$ cat config.mk
export PLATFORM = sky130hd
export DESIGN_NAME = instr_encoder
export DESIGN_NICKNAME = d
export VERILOG_FILES = /design/src/rtl/isa_pkg.sv /design/src/rtl/instr_fifo.sv /design/src/rtl/instr_encoder.sv
export SDC_FILE = /design/constraint.sdc
export NUM_CORES = 1
export LEC_CHECK = 0
export BUFFER_PORTS_ARGS = -buffer_cell sky130_fd_sc_hd__buf_4
export CELL_PAD_IN_SITES_DETAIL_PLACEMENT = 1
export CELL_PAD_IN_SITES_GLOBAL_PLACEMENT = 2
export CORE_MARGIN = 2
export CORE_UTILIZATION = 30
export CTS_BUF_LIST = sky130_fd_sc_hd__clkbuf_16
export DETAILED_ROUTE_END_ITERATION = 6
export PLACE_DENSITY = 0.71
export SYNTH_ARGS = -nofsm -noshare
export SYNTH_HDL_FRONTEND = slang
export SYNTH_HIERARCHICAL = 1
export SYNTH_SLANG_ARGS = --single-unit
$ cat constraint.sdc
create_clock -name clk -period 6.56 [get_ports clk]
set_input_delay 0.328 -clock clk [delete_from_list [all_inputs] [get_ports clk]]
set_output_delay 0.328 -clock clk [all_outputs]
set_load 0.01 [all_outputs]
$ cat src/rtl/isa_pkg.sv
`default_nettype none
// ============================================================================
// isa_pkg : opcode values and field positions of the 16-bit instruction word
// Rev 1.0
// ============================================================================
package isa_pkg;

  localparam int INSTR_W = 16;

  typedef logic [INSTR_W-1:0] instr_t;
  typedef logic [3:0]         opcode_t;

  localparam opcode_t NOP_OP     = 4'h0;
  localparam opcode_t ADD_OP     = 4'h1;
  localparam opcode_t SUB_OP     = 4'h2;
  localparam opcode_t MUL_OP     = 4'h3;
  localparam opcode_t LD_OP      = 4'h4;
  localparam opcode_t ST_OP      = 4'h5;
  localparam opcode_t CMP_OP     = 4'h6;
  localparam opcode_t MOV_OP     = 4'h7;
  localparam opcode_t OR_OP      = 4'h8;
  localparam opcode_t AND_OP     = 4'h9;
  localparam opcode_t NOT_OP     = 4'hA;
  localparam opcode_t LSL_OP     = 4'hB;
  localparam opcode_t UBRANCH_OP = 4'hC;
  localparam opcode_t LSR_OP     = 4'hD;
  localparam opcode_t BEQ_OP     = 4'hE;
  localparam opcode_t BGT_OP     = 4'hF;

  localparam int OPC_MSB    = 15;
  localparam int OPC_LSB    = 12;
  localparam int RD_MSB     = 11;
  localparam int RD_LSB     = 8;
  localparam int RS1_MSB    = 7;
  localparam int RS1_LSB    = 4;
  localparam int RS2_MSB    = 3;
  localparam int RS2_LSB    = 0;
  localparam int OFFSET_MSB = 11;
  localparam int OFFSET_LSB = 0;

  // One bit per opcode value; set bits carry a 12-bit offset instead of registers.
  localparam logic [15:0] BRANCH_OP_MASK = (16'h0001 << UBRANCH_OP)
                                         | (16'h0001 << BEQ_OP)
                                         | (16'h0001 << BGT_OP);

  function automatic logic is_branch_op(input opcode_t opc);
    return BRANCH_OP_MASK[opc];
  endfunction

endpackage
`default_nettype wire

$ cat src/rtl/instr_fifo.sv
`default_nettype none
// ============================================================================
// instr_fifo : DEPTH x WIDTH synchronous FIFO with flush, full, empty, count
// Rev 1.0
// ============================================================================
module instr_fifo #(
  parameter int DEPTH = 4,
  parameter int WIDTH = 16
) (
  input  logic                     clk,
  input  logic                     reset,
  input  logic                     flush,
  input  logic                     push,
  input  logic                     pop,
  input  logic [WIDTH-1:0]         wr_data,
  output logic [WIDTH-1:0]         rd_data,
  output logic                     full,
  output logic                     empty,
  output logic [$clog2(DEPTH):0]   count
);

  localparam int PTR_W = $clog2(DEPTH);
  localparam logic [PTR_W-1:0] c_ptr_one = {{(PTR_W-1){1'b0}}, 1'b1};
  localparam logic [PTR_W:0]   c_cnt_one = {{PTR_W{1'b0}}, 1'b1};
  localparam logic [PTR_W:0]   c_depth   = DEPTH[PTR_W:0];

  logic [WIDTH-1:0] r_mem [DEPTH];
  logic [PTR_W-1:0] r_wr_ptr;
  logic [PTR_W-1:0] r_rd_ptr;
  logic [PTR_W:0]   r_count;
  logic             w_push;
  logic             w_pop;

  assign full    = (r_count == c_depth);
  assign empty   = (r_count == '0);
  assign count   = r_count;
  assign rd_data = r_mem[r_rd_ptr];

  // A full FIFO refuses a push even when a pop happens in the same cycle.
  assign w_push = push && !full;
  assign w_pop  = pop && !empty;

  always_ff @(posedge clk or posedge reset) begin
    if (reset) begin
      r_wr_ptr <= '0;
      r_rd_ptr <= '0;
      r_count  <= '0;
    end else if (flush) begin
      r_wr_ptr <= '0;
      r_rd_ptr <= '0;
      r_count  <= '0;
    end else begin
      if (w_push) r_wr_ptr <= r_wr_ptr + c_ptr_one;
      if (w_pop)  r_rd_ptr <= r_rd_ptr + c_ptr_one;
      case ({w_push, w_pop})
        2'b10:   r_count <= r_count + c_cnt_one;
        2'b01:   r_count <= r_count - c_cnt_one;
        default: r_count <= r_count;
      endcase
    end
  end

  always_ff @(posedge clk) begin
    if (w_push && !flush) r_mem[r_wr_ptr] <= wr_data;
  end

endmodule
`default_nettype wire

$ cat src/rtl/instr_encoder.sv
`default_nettype none
// ============================================================================
// instr_encoder : one-hot op + operands -> 16-bit words streamed to imem
// Rev 1.0
// ============================================================================
module instr_encoder
  import isa_pkg::*;
#(
  parameter int DEPTH  = 4,
  parameter int ADDR_W = 8
) (
  input  logic                    clk,
  input  logic                    reset,
  input  logic                    flush,
  input  logic                    addr_load,
  input  logic [ADDR_W-1:0]       addr_in,
  input  logic                    in_valid,
  output logic                    in_ready,
  input  logic [15:0]             op_onehot,
  input  logic [3:0]              rd,
  input  logic [3:0]              rs1,
  input  logic [3:0]              rs2,
  input  logic [11:0]             offset,
  output logic                    out_valid,
  input  logic                    out_ready,
  output logic [15:0]             out_instr,
  output logic [ADDR_W-1:0]       out_addr,
  output logic                    err_pulse,
  output logic [7:0]              err_count,
  output logic [$clog2(DEPTH):0]  occupancy
);

  localparam logic [ADDR_W-1:0] c_addr_one = {{(ADDR_W-1){1'b0}}, 1'b1};

  opcode_t          w_opc;
  instr_t           w_word;
  instr_t           w_head;
  logic             w_legal;
  logic             w_accept;
  logic             w_push;
  logic             w_pop;
  logic             w_full;
  logic             w_empty;
  logic             r_err_pulse;
  logic [7:0]       r_err_count;
  logic [ADDR_W-1:0] r_addr;

  assign w_legal = (op_onehot != '0) && ((op_onehot & (op_onehot - 16'd1)) == '0);

  always_comb begin
    w_opc = NOP_OP;
    for (int k = 0; k < 16; k++) begin
      if (op_onehot[k]) w_opc = opcode_t'(k);
    end
  end

  always_comb begin
    w_word = '0;
    if (w_opc == NOP_OP) begin
      w_word = '0;
    end else if (is_branch_op(w_opc)) begin
      w_word[OPC_MSB:OPC_LSB]       = w_opc;
      w_word[OFFSET_MSB:OFFSET_LSB] = offset;
    end else begin
      w_word[OPC_MSB:OPC_LSB] = w_opc;
      w_word[RD_MSB:RD_LSB]   = rd;
      w_word[RS1_MSB:RS1_LSB] = rs1;
      w_word[RS2_MSB:RS2_LSB] = rs2;
    end
  end

  assign in_ready = !w_full && !flush;
  assign w_accept = in_valid && in_ready;
  assign w_push   = w_accept && w_legal;
  assign w_pop    = out_valid && out_ready && !flush;

  instr_fifo #(
    .DEPTH (DEPTH),
    .WIDTH (INSTR_W)
  ) u_fifo (
    .clk     (clk),
    .reset   (reset),
    .flush   (flush),
    .push    (w_push),
    .pop     (w_pop),
    .wr_data (w_word),
    .rd_data (w_head),
    .full    (w_full),
    .empty   (w_empty),
    .count   (occupancy)
  );

  // Head is masked while empty so stale storage never shows on the port.
  assign out_valid = !w_empty;
  assign out_instr = w_empty ? '0 : w_head;
  assign out_addr  = r_addr;

  always_ff @(posedge clk or posedge reset) begin
    if (reset) begin
      r_addr <= '0;
    end else if (addr_load) begin
      r_addr <= addr_in;
    end else if (w_pop) begin
      r_addr <= r_addr + c_addr_one;
    end
  end

  always_ff @(posedge clk or posedge reset) begin
    if (reset) begin
      r_err_pulse <= 1'b0;
      r_err_count <= '0;
    end else begin
      r_err_pulse <= w_accept && !w_legal;
      if (w_accept && !w_legal && (r_err_count != 8'hFF)) begin
        r_err_count <= r_err_count + 8'd1;
      end
    end
  end

  assign err_pulse = r_err_pulse;
  assign err_count = r_err_count;

endmodule
`default_nettype wire

# == After elaboration in Yosys (flattened, before gate mapping) ==
# Memory sizes are Yosys's and may differ from the RTL's.
# Cells that the tools add are included.
# word_totals
elab_cells,73
output_inout_bits,38
in_bits,54
ramBits,64
memories,2
regBits,24
rom_bits,16
# op_classes
n_eq_ne,4
mux,29
n_addsub,7
n_reduce_logical,23
n_bitwise,1
order_cmp,1
# mem_list
name,words,width,read_ports,rd_ports_with_merged_regs,write_ports,line_no,rtl
u_fifo.r_mem,4,16,1,0,1,instr_fifo.sv:27,logic [WIDTH-1:0] r_mem [DEPTH];
(no name shown),16,1,1,0,0,isa_pkg.sv:47,return BRANCH_OP_MASK[opc];
# ops
operator,n
2-to-1 mux 4 bit,14
2-to-1 mux 16 bit,2
adder 8 x 1 -> 8 bit (second input constant),2
AND 16 bit,1
logical NOT 16 bit,1
2-to-1 mux 8 bit,2
nonzero test 16 bit,1
subtractor 16 x 1 -> 16 bit (second input constant),1
2-to-1 mux 12 bit,1
logical AND 1 bit,11
2-to-1 mux 2 bit,4
!= test 8 bit (second input constant),1
one-hot mux 3 bit (2 select lines),1
nonzero test 2 bit,3
less-than comparator 4 x 5 -> 1 bit (second input constant),1
adder 2 x 1 -> 2 bit (second input constant),2
logical NOT 1 bit,4
logical NOT 4 bit,1
2-to-1 mux 1 bit,4
adder 3 x 1 -> 3 bit (second input constant),1
== test 3 bit (second input constant),1
logical NOT 3 bit,1
2-to-1 mux 3 bit,1
nonzero test 3 bit,1
other kinds (3),3

# == Depth between registers and ports, before layout ==
# Gate-level depths: netlist (run 1).
# depth
ltp_word,19
ltp_mapped,11
ltp_nobuf,10

# == Hierarchy ==
# The synthesis (run 1) kept the hierarchy.
# by_module_without_submodules
mod,seq_area_each_um2,instances,cells_each,area_per_inst_um2
instr_fifo,2097.0,1,149,2914.0
instr_encoder,425.4,1,183,1468.9

# == Least setup slack after synthesis (run 1) ==
# No wires, ideal clock.
# synth_path
path_type,input to register
startpoint,input op_onehot[6]
endpoint,"register u_fifo.r_count[1], in the netlist u_fifo/count[1]"
n_path_buf,1
setup_time_ns,0.094
required_time_ns,6.466
stages,10
arrival_time_ns,2.834
slack_ns,3.632
path_cell_list,or3_4 > or3_1 > a211oi_2 > nor3_1 > nor4_1 > buf_2 > a21oi_1 > fa_1 > o2111ai_1 > a211oi_1
# synth_between
elab_chain_len,9
word_cells_on_any_way,12
cone_classes,add/sub (1); eq/ne (2); mux (2); bitwise (1); reduce/logical (6)
# synth_rtl
element,line_no,rtl
start: declaration,instr_encoder.sv:19,"input logic [15:0] op_onehot,"
subtractor 16 x 1 -> 16 bit,instr_encoder.sv:48,assign w_legal = (op_onehot != '0) && ((op_onehot & (op_onehot - 16'd1)) == '0);
AND 16 bit,instr_encoder.sv:48,
logical NOT 16 bit,instr_encoder.sv:48,
logical AND 1 bit (*),instr_encoder.sv:48,
logical AND 1 bit (*),instr_encoder.sv:74,assign w_push = w_accept && w_legal;
via w_push,instr_encoder.sv:40,logic w_push;
logical AND 1 bit (*),instr_fifo.sv:40,assign w_push = push && !full;
== test 2 x 1 -> 1 bit or == test 2 bit (tied branches),instr_fifo.sv:55,"case ({w_push, w_pop})"
one-hot mux 3 bit (2 select lines),instr_fifo.sv:55,
2-to-1 mux 3 bit,instr_fifo.sv:48,end else if (flush) begin
end signal: assignment,instr_fifo.sv:56,2'b10: r_count <= r_count + c_cnt_one;
end signal: assignment,instr_fifo.sv:57,2'b01: r_count <= r_count - c_cnt_one;
end signal: assignment,instr_fifo.sv:58,default: r_count <= r_count;
end: declaration,instr_fifo.sv:30,logic [PTR_W:0] r_count;
# Mark *: on every way through the listed nets, which the timed path passes. The rest lies on a longest branch.
# A chain may end at the register's enable or synchronous reset.

# == Final worst setup path (run 1) ==
# layout_path
startpoint,input op_onehot[4]
endpoint,memory u_fifo.r_mem[0][4] (enable)
# layout_between
elab_chain_len,9
word_cells_on_any_way,10
cone_classes,add/sub (1); mux (2); bitwise (1); reduce/logical (6)
# layout_rtl
element,line_no,rtl
subtractor 16 x 1 -> 16 bit,instr_encoder.sv:48,
AND 16 bit,instr_encoder.sv:48,
logical NOT 16 bit,instr_encoder.sv:48,
logical AND 1 bit (*),instr_encoder.sv:48,
logical AND 1 bit (*),instr_encoder.sv:74,
via w_push,instr_encoder.sv:40,
logical AND 1 bit (*),instr_fifo.sv:40,
logical AND 1 bit (*),instr_fifo.sv:64,if (w_push && !flush) r_mem[r_wr_ptr] <= wr_data;
2-to-1 mux 1 bit (*),instr_fifo.sv:64,
2-to-1 mux 1 bit (implied by the code) (*),instr_fifo.sv:64,
end: declaration,instr_fifo.sv:27,
# Marks and branches as above.

==> results.yml, run 1 <==
sta:
  finalCritPeriodShare_pct: 49.9
  rsz0062_at_grt: "false"
  fmax_mhz: 305
  finalClockSkew_ns: 0.00801
  drv_slew: 0
  tightest_slew_ns: 1.05
  final-setup-viol-count: 0
  relSlewSlack_pct: 29.8
  finalSetupTns_ns: 0
  finalHoldViolCount: 0
  setup_ws_ns: 3.29
  whs_ns: 0.197
  period_needed_ns: 3.27
synthesis:
  syn_area_sq_um: 4380
  synth_edf_count: 64
  syn_area_per_cell_sq_um: 13.2
  yosys.area.top_type_share_pct: 43.8
  yosys_register_bits: 88
  ys_types: 56
  ys.flop_type: "edfxtp_1"
  syn_nets: 393
  yosysWarnings: 6
  yosysTopAreaCell: "edfxtp_1"
  synth_cells: 332
  netlist_top_cells_count: "64 x edfxtp_1, 27 x nor2_1, 24 x dfrtp_1"
  seq_area_frac_synth_pct: 57.6
  async_flop_share_pct: 27.3
  synth_area_leaders: "edfxtp_1 44%, dfrtp_1 14%, mux4_2 6.7%"
  synth.most_common_cell: "edfxtp_1"
global_routing:
  grt_antenna_before_repair: 0
  grt.overflow.total: 0
  grt_pass1_vias: 3196
  grt_pass1_wl_um: 16400
  grt_use_total_pct: 13.3
  grt_max_degree: 19
critical_path:
  cp_slowest_stage_delay_ns: 0.75
  crit_path_start_kind: "primary input"
  worst-path-max-fanout: 16
  critPathRequiredTime_ns: 6.53
  path_cells: "buf_4 -> nor4_2 -> nand4_1 -> a21oi_1 -> nand4_1 -> nor4_2 -> buf_4 -> inv_1 -> nor3_1 -> and2_1"
  worst-path-buf-inv: 3
  endpoint_kind: "flip-flop"
  critPathArrivalTime_ns: 3.24
  crit_type: "primary input to flip-flop"
  path_delay_family: "simple AND/OR/NAND/NOR gates"
  critPathSlowestCell: "and2_1"
layout:
  syn_to_final_growth_pct: 27.4
  drive_above_1_share_pct: 32.3
  seq_area_sq_um: 2520
  final_nets: 486
  fill_cells: 1556
  multi_input_area_sq_um: 1740
  finish.utilization_pct: 38.7
  final_cell_area_sq_um: 5580
  antennaDiodeCount: 0
cts:
  numClockSinks: 88
  ctsResizeCount: 0
  clock_latency_ns: 0.34
  clkTransAtPathRegs_ns: 0.06
  cts_buffers: 9
  cts_tree: "done"
  h-tree-depth: 3
  cts_root_buf: "clkbuf_16"
  ctsLongestPathBuffers: 2
routing:
  drc: 0
  finalWirelength_um: 9860
  via_count: 2984
  vias_per_cell: 4.86
  antenna_left: 0
  drt-initial-drc-count: 136
  dr.pass1.iters: 4
  routedWlPerCell_um: 16.1
floorplan:
  ios: 92
  num_rows: 44
  die_h_um: 125
  initial_core_util_pct: 30.4
  coreArea_sq_um: 14400
  die_x_um: 125
  dieArea_sq_um: 15600
placed_design:
  post_dp_cell_area_sq_um: 5250
  gp_congestion: 0.773
  portBuffers: 91
  place_hpwl_um: 7110
  post-place-ws_ns: 2.85
run:
  cap_violations: 0
pwr:
  power_density_nw_per_um2: 241
  leakagePower_nw: 2.23
  irDropWorstVdd_uv: 120
outcome:
  status: "completed"
worst_hold_path:
  hold_class: "primary input to flip-flop"
[metrics by stage]
stage | std cells | power, mW
4_1_cts | 614 | 1.36
2_1_floorplan | 332 | 0.723
3_3_place_gp | 597 | 0.808
6_report | 614 | 1.34
5_1_grt | 614 | 1.40
3_5_place_dp | 597 | 0.813
[routing by layer]
metal  GRT usage [%]  vias up  wire, um
li1                -     1436         -
met1            16.3     1478      4370
met2            23.0       58      4950
met3            3.09       12       390
met4            4.58        0       146
met5               0        -         0
[sequential cells by signal, summed over array words and instances (netlist names)]
register         flops
err_count            8
err_pulse            1
out_addr             8
u_fifo/count         3
u_fifo/r_mem        64
u_fifo/r_rd_ptr      2
u_fifo/r_wr_ptr      2
[cell usage in the layout (no fill, tap or decap), drive strengths merged, types with 7 or more instances in the layout]
cell	synthesis	routed
mux4	16	16
clkbuf	4	9
edfxtp	64	64
o21ai	19	19
nor3	11	11
nor2b	16	16
xor2	11	11
a21oi	9	9
dfrtp	24	24
buf	9	94
nor4	7	7
inv	14	17
nand3	9	9
nor2	27	27
nand2	17	17
mux2i	13	13
[logic make-up (layout without fill, tap and decap cells)]
kind of cell / count (synthesis) / count (layout) / share of synthesized area [%]
and+or+nand+nor: 115 / 115 / 14.9
DFF: 88 / 88 / 57.6
AOI/OAI and AO/OA: 48 / 48 / 7.14
muxes: 30 / 30 / 11.8
buffers and inverters: 27 / 125 / 3.03
xor gates and xnor gates: 16 / 16 / 3.20
adders and majority gates: 8 / 8 / 2.40
[worst paths after layout]
kind,to,slack (ns),depth (start not counted),start
worst max-delay path,u_fifo/r_mem[0][4],3.29,10,op_onehot[4]
worst min-delay path,out_addr[6],0.20,3,addr_in[6]
worst max register to register,u_fifo/r_mem[0][4],3.32,8,u_fifo/count[0]
worst min register to register,err_count[4],0.53,1,err_count[4]
max in group asynchronous,out_addr[5],5.44,3,reset
min in group asynchronous,u_fifo/r_wr_ptr[0],0.51,3,reset
[where the power goes]
part	total (mW)	internal, mW	switching (mW)	leakage (nW)
Combinational	0.147	0.0783	0.0689	1.17
Sequential	0.651	0.622	0.0288	0.904
Clock	0.547	0.335	0.212	0.157
[timing repair]
item                                   CTS  global route
setup endpoints to repair                0             0
hold buffers                             1             0
setup buffers                            0             0
endpoints found under the hold margin    7             0
[cell type report]
cell class / instances / share of cell area, %
Clock buffer: 9 / 4.03
Clock inverter: 7 / 1.70
Inverter: 14 / 0.941
Multi-Input combinational cell: 217 / 31.2
Sequential cell: 88 / 45.2
Tap cell: 184 / 4.12
Timing Repair Buffer: 95 / 12.8
[worst min-delay path, delay by kind of cell]
| kind | cells | cell delay, ns |
|---|---|---|
| buf+inv | 1 | 0.08 |
| compound gates | 1 | 0.06 |
| simple gates | 1 | 0.03 |
No activity file was read; power rests on OpenSTA's default activity.
==> inputs of run 2 (changes only) <==
ABC_AREA = 1   (was default)
PLACE_DENSITY = 0.79   (was 0.71)
clock period = 3 ns   (was 6.56 ns; I/O delays follow)
==> run 2 against run 1 <==
  * First-iteration DRC count is 16% lower
  * Sequential power increased by 120%
  * Count of clock-buffer cells in the layout did not move
  * Total power rose by 110%
  * Setup slack lost 2.8 ns
==> results.yml, run 2 <==
outcome:
  status: "completed"
synthesis:
  yosys_register_bits: 88
  syn_area_per_cell_sq_um: 9.31
  yosysTopAreaCell: "edfxtp_1"
  yosys.area.top_type_share_pct: 42.1
  synth_cells: 491
  ys_types: 40
  ys.flop_type: "edfxtp_1"
  seq_area_frac_synth_pct: 55.2
  async_flop_share_pct: 27.3
  netlist_top_cells_count: "85 x nand2_1, 74 x nor2_1, 67 x inv_1"
  syn_nets: 552
  synth_edf_count: 64
  syn_area_sq_um: 4570
  synth_area_leaders: "edfxtp_1 42%, dfrtp_1 13%, nand2_1 7.0%"
  yosysWarnings: 6
  synth.most_common_cell: "nand2_1"
global_routing:
  grt_pass1_vias: 3915
  grt_use_total_pct: 14.9
  grt_pass1_wl_um: 19200
  grt_max_degree: 34
  grt_antenna_before_repair: 0
  grt.overflow.total: 0
critical_path:
  critPathRequiredTime_ns: 3.23
  critPathSlowestCell: "dfrtp_1"
  crit_path_start_kind: "flip-flop"
  worst-path-max-fanout: 7
  crit_type: "flip-flop to flip-flop"
  cp_common_cell: "nand2_1"
  cp_slowest_stage_delay_ns: 0.47
  path_delay_family: "simple AND/OR/NAND/NOR gates"
  worst-path-buf-inv: 6
  path_cells: "inv_1 -> nand2_1 -> nor2_1 -> inv_2 -> nand2_1 -> nor2_1 -> buf_4 -> inv_1 -> a21oi_2 -> nand2_2 -> inv_1 -> fa_1 -> xnor2_1 -> inv_1 -> nand2_1 -> nand2_1 -> nand3_1 -> nand2_1"
  endpoint_kind: "flip-flop"
  critPathArrivalTime_ns: 2.69
sta:
  finalHoldViolCount: 0
  whs_ns: 0.0359
  finalCritPeriodShare_pct: 82.1
  final-setup-viol-count: 0
  finalClockSkew_ns: 0.00749
  period_needed_ns: 2.46
  rsz0062_at_grt: "false"
  drv_slew: 0
  fmax_mhz: 406
  finalSetupTns_ns: 0
  tightest_slew_ns: 0.701
  relSlewSlack_pct: 53.2
  setup_ws_ns: 0.536
cts:
  cts_buffers: 9
  h-tree-depth: 3
  clkTransAtPathRegs_ns: 0.06
  cts_root_buf: "clkbuf_16"
  clock_latency_ns: 0.34
  ctsLongestPathBuffers: 2
  ctsResizeCount: 0
  numClockSinks: 88
  cts_tree: "done"
  cts_setup_buffers: 0
placed_design:
  post-place-ws_ns: 0.189
  gp_congestion: 0.806
  place_hpwl_um: 8650
  portBuffers: 91
run:
  cap_violations: 0
floorplan:
  die_h_um: 127
  coreArea_sq_um: 15000
  die_x_um: 127
  num_rows: 45
  dieArea_sq_um: 16200
  initial_core_util_pct: 30.4
  ios: 92
layout:
  layout_commonest_cell: "buf_4"
  final_nets: 650
  antennaDiodeCount: 0
  largest_register: "u_fifo/r_mem"
  largest_reg_flops: 64
  drive_above_1_share_pct: 23.6
  fill_cells: 1722
  mostFrequentLayoutCells: "97 x buf_4, 85 x nand2_1, 74 x nor2_1, 67 x inv_1, 64 x edfxtp_1"
  syn_to_final_growth_pct: 27.2
pwr:
  switching_share_pct: 24.8
  p_sw_mw: 0.685
  leakagePower_nw: 2.57
  pwr-share-seq_pct: 51.1
  p_comb_share_pct: 12.0
  irDropWorstVdd_uv: 254
  p_int_mw: 2.07
  power_density_nw_per_um2: 474
  pwr-share-clk_pct: 36.9
routing:
  finalWirelength_um: 11800
  dr.pass1.iters: 4
  routedWlPerCell_um: 15.1
  drt-initial-drc-count: 114
  vias_per_cell: 4.80
  antenna_left: 0
  via_count: 3756
  drc: 0
worst_hold_path:
  hold_class: "primary input to flip-flop"
-- run 2: cell count changes after synthesis, moves of 16 or more --
cell	before	now
inv_1	14	67
nand2_1	17	85
nor2_1	27	74
nor2b_1	16	0
o21ai_0	16	40
o22ai_1	2	18
-- run 2: metal layers --
metal | track usage [%] | routed length, um | share of wire (%) | vias to the layer above
met3 | 2.22 | 282 | 2.4 | 20
met4 | 5.56 | 235 | 2.0 | 0
met1 | 18.2 | 5150 | 44 | 1843
met5 | 0 | 0 | 0 | -
li1 | - | - | - | 1842
met2 | 26.5 | 6160 | 52 | 51
-- run 2: tightest hold or removal path: stages --
cell and delay, ns:
buf_4 0.07, nand2_1 0.04, o221ai_1 0.06
-- run 2: repair_timing --
| action | CTS | global route |
|---|---|---|
| endpoints found under the hold margin | 24 | 0 |
| setup endpoints to repair | 0 | 0 |
| hold buffers | 1 | 0 |
-- run 2: logic make-up after synthesis --
kind of cell | count (synthesis) | share of synthesized area [%]
AOI/OAI and AO/OA | 83 | 10.8
xor gates and xnor gates | 11 | 2.11
adders and majority gates | 7 | 2.08
buffers and inverters | 86 | 7.28
DFF | 88 | 55.2
muxes | 12 | 2.96
and+or+nand+nor | 204 | 19.6
-- run 2: power by group through the flow --
stage	clock network [mW]	registers, mW	logic (mW)
detailed placement	0	1.43	0.334
CTS	1.04	1.41	0.336
floorplan	0	1.43	0.153
global route	1.09	1.41	0.375
finish	1.02	1.41	0.331
global placement	0	1.43	0.326
-- run 2: final cells by class --
| type | instances | area [sq um] | share of cell area [%] |
|---|---|---|---|
| Timing Repair Buffer | 101 | 798 | 13.7 |
| Multi-Input combinational cell | 317 | 1710 | 29.5 |
| Clock buffer | 9 | 225 | 3.87 |
| Tap cell | 188 | 235 | 4.05 |
| Sequential cell | 88 | 2520 | 43.4 |
| Inverter | 72 | 270 | 4.65 |
| Clock inverter | 7 | 47.5 | 0.818 |
-- run 2: per-stage QoR --
step	utilization (%)	area, sq um	power, mW	std cells
3_3_place_gp	36.8	5530	1.76	765
4_1_cts	38.7	5810	2.78	782
3_5_place_dp	36.8	5530	1.77	765
6_report	38.7	5810	2.76	782
2_1_floorplan	-	4570	1.59	491
5_1_grt	38.7	5810	2.88	782
-- run 2: final timing paths --
kind | startpoint | end | slack (ns) | cells past startpoint
setup / recovery | u_fifo/count[0] | u_fifo/count[2] | 0.54 | 18
hold / removal | addr_in[3] | out_addr[3] | 0.04 | 3
setup reg to reg | u_fifo/count[0] | u_fifo/count[2] | 0.54 | 18
hold reg to reg | err_count[4] | err_count[4] | 0.54 | 2
max in group asynchronous | reset | err_count[1] | 2.05 | 3
min in group asynchronous | reset | u_fifo/count[2] | 0.32 | 3
